## src/rtl/prbs_randomizer_par.sv

```systemverilog
// Parallel PRBS randomizer (1 + x^14 + x^15) that processes DATA_W bits per transfer.
// Blocks start on in_sop and span BLOCK_BITS bits. A single output register stage follows.
module prbs_randomizer_par #(
    parameter int unsigned DATA_W     = 8,
    parameter int unsigned BLOCK_BITS = 96,
    parameter logic [14:0] SEED_RST   = 15'h3715
) (
    input  logic              clk,
    input  logic              reset,
    input  logic              en,
    input  logic              len,
    input  logic [14:0]       load,
    input  logic              in_valid,
    output logic              in_ready,
    input  logic [DATA_W-1:0] input_data,
    input  logic              in_sop,
    output logic              out_valid,
    input  logic              out_ready,
    output logic [DATA_W-1:0] output_data,
    output logic              out_eob,
    output logic              blk_err
);

    if (DATA_W < 1 || DATA_W > 16) begin : g_bad_data_w
        $error("DATA_W must be in 1..16");
    end
    if (BLOCK_BITS == 0 || (BLOCK_BITS % DATA_W) != 0) begin : g_bad_block_bits
        $error("BLOCK_BITS must be a non-zero multiple of DATA_W");
    end

    localparam int unsigned WordsPerBlk = BLOCK_BITS / DATA_W;
    localparam int unsigned CntW        = (WordsPerBlk < 2) ? 1 : $clog2(WordsPerBlk + 1);
    localparam logic [CntW-1:0] LastCnt = CntW'(WordsPerBlk);

    typedef enum logic [0:0] {StIdle, StRun} state_e;

    state_e            state_q, state_d;
    logic [CntW-1:0]   cnt_q, cnt_d;
    logic [14:0]       lfsr_q, lfsr_d;
    logic [14:0]       seed_q, seed_d;
    logic              out_valid_q, out_valid_d;
    logic [DATA_W-1:0] out_data_q, out_data_d;
    logic              out_eob_q, out_eob_d;
    logic              blk_err_q, blk_err_d;

    logic              fire;
    logic              run_word;
    logic [14:0]       lfsr_base;
    logic [CntW-1:0]   cnt_base;
    logic [CntW-1:0]   cnt_inc;
    logic [DATA_W-1:0] scr_data;
    logic [14:0]       scr_lfsr;

    assign in_ready    = !out_valid_q || out_ready;
    assign fire        = in_valid && in_ready;
    assign out_valid   = out_valid_q;
    assign output_data = out_data_q;
    assign out_eob     = out_eob_q;
    assign blk_err     = blk_err_q;

    // Starting point for the current word: a block start reseeds from the seed being
    // written this cycle if there is one, so a same-cycle seed write takes effect.
    always_comb begin
        lfsr_base = lfsr_q;
        cnt_base  = cnt_q;
        run_word  = (state_q == StRun);
        if (in_sop) begin
            lfsr_base = len ? load : seed_q;
            cnt_base  = '0;
            run_word  = 1'b1;
        end
        cnt_inc = cnt_base + CntW'(1);
    end

    // DATA_W serial LFSR steps unrolled, MSB first in time.
    always_comb begin
        logic [14:0] st;
        logic        fb;
        st       = lfsr_base;
        fb       = 1'b0;
        scr_data = '0;
        for (int i = int'(DATA_W) - 1; i >= 0; i--) begin
            fb          = st[1] ^ st[0];
            scr_data[i] = input_data[i] ^ fb;
            st          = {fb, st[14:1]};
        end
        scr_lfsr = st;
    end

    always_comb begin
        state_d     = state_q;
        cnt_d       = cnt_q;
        lfsr_d      = lfsr_q;
        seed_d      = len ? load : seed_q;
        out_valid_d = out_valid_q;
        out_data_d  = out_data_q;
        out_eob_d   = out_eob_q;
        blk_err_d   = blk_err_q;

        if (out_ready) begin
            out_valid_d = 1'b0;
        end

        if (fire) begin
            out_valid_d = 1'b1;
            out_eob_d   = 1'b0;
            out_data_d  = input_data;
            if (run_word) begin
                if (in_sop && state_q == StRun) begin
                    blk_err_d = 1'b1;
                end
                // Bypass freezes the LFSR, but a block start still reseeds it.
                if (en) begin
                    out_data_d = scr_data;
                    lfsr_d     = scr_lfsr;
                end else begin
                    lfsr_d     = lfsr_base;
                end
                if (cnt_inc == LastCnt) begin
                    out_eob_d = 1'b1;
                    state_d   = StIdle;
                    cnt_d     = '0;
                end else begin
                    state_d   = StRun;
                    cnt_d     = cnt_inc;
                end
            end
        end
    end

    always_ff @(posedge clk or negedge reset) begin
        if (!reset) begin
            state_q     <= StIdle;
            cnt_q       <= '0;
            lfsr_q      <= SEED_RST;
            seed_q      <= SEED_RST;
            out_valid_q <= 1'b0;
            out_data_q  <= '0;
            out_eob_q   <= 1'b0;
            blk_err_q   <= 1'b0;
        end else begin
            state_q     <= state_d;
            cnt_q       <= cnt_d;
            lfsr_q      <= lfsr_d;
            seed_q      <= seed_d;
            out_valid_q <= out_valid_d;
            out_data_q  <= out_data_d;
            out_eob_q   <= out_eob_d;
            blk_err_q   <= blk_err_d;
        end
    end

endmodule
```

## config.mk

```make
export PLATFORM = sky130hd
export DESIGN_NAME = prbs_randomizer_par
export DESIGN_NICKNAME = d
export VERILOG_FILES = /design/src/rtl/prbs_randomizer_par.sv
export SDC_FILE = /design/constraint.sdc
export NUM_CORES = 1
export LEC_CHECK = 0
export ABC_AREA = 1
export CORE_ASPECT_RATIO = 1.1
export CORE_MARGIN = 4
export CORE_UTILIZATION = 30
export CTS_BUF_LIST = sky130_fd_sc_hd__clkbuf_4 sky130_fd_sc_hd__clkbuf_8
export CTS_CLUSTER_DIAMETER = 30
export CTS_CLUSTER_SIZE = 40
export DETAILED_ROUTE_END_ITERATION = 10
export MAX_ROUTING_LAYER = met4
export SLEW_MARGIN = 15
export SYNTH_ARGS = -nofsm -noshare
export SYNTH_HDL_FRONTEND = slang
export SYNTH_SLANG_ARGS = --single-unit
```

## constraint.sdc

```tcl
create_clock -name clk -period 1.4 [get_ports clk]
set_input_delay 0.28 -clock clk [delete_from_list [all_inputs] [get_ports clk]]
set_output_delay 0.28 -clock clk [all_outputs]
set_load 0.03 [all_outputs]
```

==> flow_summary_export.csv <==
group,metric,value,unit
routing,drcViolationCount,0,
global_route,met2_usage,0.208,
timing,hold_violations,0,
power_and_ir_drop,ir_drop,0.442,mV
layout,fin_cells,575,
outcome,status,"finished clean",
layout,antennaDiodeCount,0,
routing,first_iter_violations,132,
global_route,grt_usage,0.143,
synth,synth_edf_count,0,
placed_design,place_ws,-0.586,ns
synth,synth_nets,426,
clock_network,cts.sinks,46,
timing,fin_ws,0.0246,ns
synth,synth_common_cells,"172 x nand2_1, 46 x inv_1, 40 x nand3_1",
timing,slew_headroom,0.791,
placed_design,dpl_cell_area,0.00346,mm2
worst_setup_path,cp_slowest_stage_delay,0.39,ns
timing,skew,0.00647,ns
floorplan,dieWidth,98.9,um
routing,post_drt_wl_per_cell,12.8,um
global_route,grt.met3_usage,0.0239,
global_route,grt_max_degree,47,
placed_design,post-place-cells,560,
timing,setup_tns,0,ns
worst_setup_path,worstSetupStartpointType,"primary input",
floorplan,dieArea,0.0107,mm2
layout,final_core_util,0.418,
synth,synth_top_area_share,0.275,
synth,synth_warnings,0,
clock_network,clockBufferDepth,2,
synth,ys_seq_area_frac,0.429,
floorplan,rows,36,
synth,ys_ff_latch,46,
power_and_ir_drop,p_leak,1.86,nW
placed_design,numPortBuffers,41,
clock_network,cts_tree,"built",
routing,wl,7340,um
clock_network,clock_latency,0.30,ns
worst_setup_path,crit_chain,"clkdlybuf4s50_1 > inv_1 > nand2_4 > buf_4 > buf_4",
timing,timing.fmax,727,MHz
worst_setup_path,crit_top_cell,"buf_4",
floorplan,dieHeight,108,um
global_route,met1_usage,0.207,
timing,rsz0062_at_grt,"true",
timing,period_needed,1.38,ns
layout,fin_area,0.00371,mm2
worst_setup_path,crit_type,"in2out",
layout,drive_gt1_frac,0.210,
synth,syn_area,0.00273,mm2
placed_design,gp_congestion,0.879,
clock_network,clk_pin_slew,0.09,ns
worst_setup_path,end_kind,"output port",
synth,synth_top_area_cell,"dfrtp_1",
clock_network,cts_max_level,2,
timing,tightest_slew,0.315,ns
worst_setup_path,slowest_stage,"clkdlybuf4s50_1",
timing,whs,0.334,ns
global_route,antenna_found_initial,0,
floorplan,start_util,0.308,
routing,dr.pass1.iters,4,
synth,yosysMostFrequentCell,"nand2_1",
worst_setup_path,crit_buf_inv,4,
worst_hold_path,hp-class,"in2reg",
floorplan,coreArea,0.00887,mm2
layout,nets,491,
power_and_ir_drop,total_power,4.17,mW
worst_setup_path,cp.required,1.12,ns
global_route,grt_pass1_wl,12100,um
worst_setup_path,crit_fanout,2,
routing,viasPerCell,4.65,
timing,setup_viol_count_final,0,
layout,nFillCells,897,
power_and_ir_drop,powerDensity,1120,mW/mm2
worst_setup_path,crit_family,"buffers and inverters",
synth,ys.flop_type,"dfrtp_1",
timing,finalCritPeriodShare,0.982,
global_route,grt.overflow.total,0,
routing,vias,2675,
synth,syn_area_per_cell,6.91,um2
flow_run,drv_cap,0,
layout,area_growth,36.0,%
global_route,grt_pass1_vias,2492,
clock_network,root_buffer,"clkbuf_8",
placed_design,dp_hpwl,5120,um
floorplan,pin_count,42,
synth,synth_area_leaders,"dfrtp_1 28%, nand2_1 24%, dfstp_2 15%, nand3_1 7.3%, inv_1 6.3%",
synth,synthCells,395,
timing,slew_violations,0,
routing,ant_nets,0,
synth,ys_types,25,
clock_network,cts_made_buffers,5,
worst_setup_path,cp.arrival,1.10,ns
global_route,top_usage_layer,"met2",
synth,synthArstFlopShare,1.00,
[cells by family (layout without fill, tap and decap cells)]
group                      Yosys count  in the layout  share of synthesized area
and+or+nand+nor                    232            232                      0.352
buffers and inverters               69            135                      0.107
AOI/OAI and AO/OA                   47             47                      0.107
DFF                                 46             46                      0.429
adders and majority gates            1              1                    0.00458
[where the power goes]
part | total (mW) | internal [mW] | switching (mW)
registers | 1.77 | 1.62 | 0.146
clock network | 1.04 | 0.553 | 0.489
logic | 1.36 | 0.569 | 0.793
total | 4.17 | 2.75 | 1.43
[final cells by class]
cell class / instances / area (um2) / area share
repair buffers: 77 / 744 / 0.201
clock inverters: 2 / 37.5 / 0.0101
multi-input cells: 280 / 1350 / 0.364
flip-flops and latches: 46 / 1170 / 0.316
well taps: 114 / 143 / 0.0384
clock buffers: 6 / 76.3 / 0.0206
inverters: 50 / 188 / 0.0506
[sequential cells by signal, indices dropped and copies added, names as in the netlist]
signal,count
blk_err,1
cnt_q,4
lfsr_q,15
out_eob,1
out_valid,1
output_data,8
seed_q,15
state_q,1
[layout by cell type (no fill, tap or decap), types with 2 or more instances in the layout]
cell type and n:
nor2_1 2, nand3_1 36, dfrtp_1 29, dlygate4sd2_1 4
nand4_1 8, nor2_4 2, o22ai_1 2, inv_1 44
clkbuf_16 2, buf_12 4, o211ai_1 14, buf_4 29
nand2_1 156, clkdlybuf4s15_1 6, nand3_2 4, clkbuf_2 3
inv_2 5, dfstp_2 16, and2_1 6, o21ai_1 13
clkdlybuf4s50_1 26, o21a_1 6, o21ai_0 9, nand2_2 16
clkbuf_8 5
[path summary, 6_finish.rpt]
| check | start | to | slack (ns) | cells past startpoint |
|---|---|---|---|---|
| max | out_ready | in_ready | 0.02 | 5 |
| min | len | seed_q[6]$_DFF_PN0_ | 0.33 | 3 |
| max reg2reg | cnt_q[1]$_DFFE_PN0P_ | cnt_q[3]$_DFFE_PN0P_ | 0.05 | 8 |
| min reg2reg | output_data[1]$_DFFE_PN0P_ | output_data[1]$_DFFE_PN0P_ | 0.49 | 2 |
| max in group asynchronous | reset | seed_q[13]$_DFF_PN1_ | 0.64 | 3 |
| min in group asynchronous | reset | cnt_q[0]$_DFFE_PN0P_ | 0.49 | 3 |
[worst min-delay path, delay by kind of cell]
family | cells | cell delay [ns]
buf+inv | 1 | 0.12
simple gates | 2 | 0.20
[routing by layer]
metal	vias to the layer above	part of all wire
li1	1381	-
met1	1221	0.51
met2	69	0.44
met3	4	0.043
met4	0	0.0083
met5	-	0
[repair_timing]
action / 4_1_cts / 5_1_grt
hold buffers: 1 / 0
resized for setup: 14 / 36
setup buffers: 0 / 4
gates cloned: 0 / 2
pin swaps: 1 / 15
hold endpoints to repair: 30 / 0
setup endpoints to repair: 40 / 28
(Power assumes the default switching activity.)
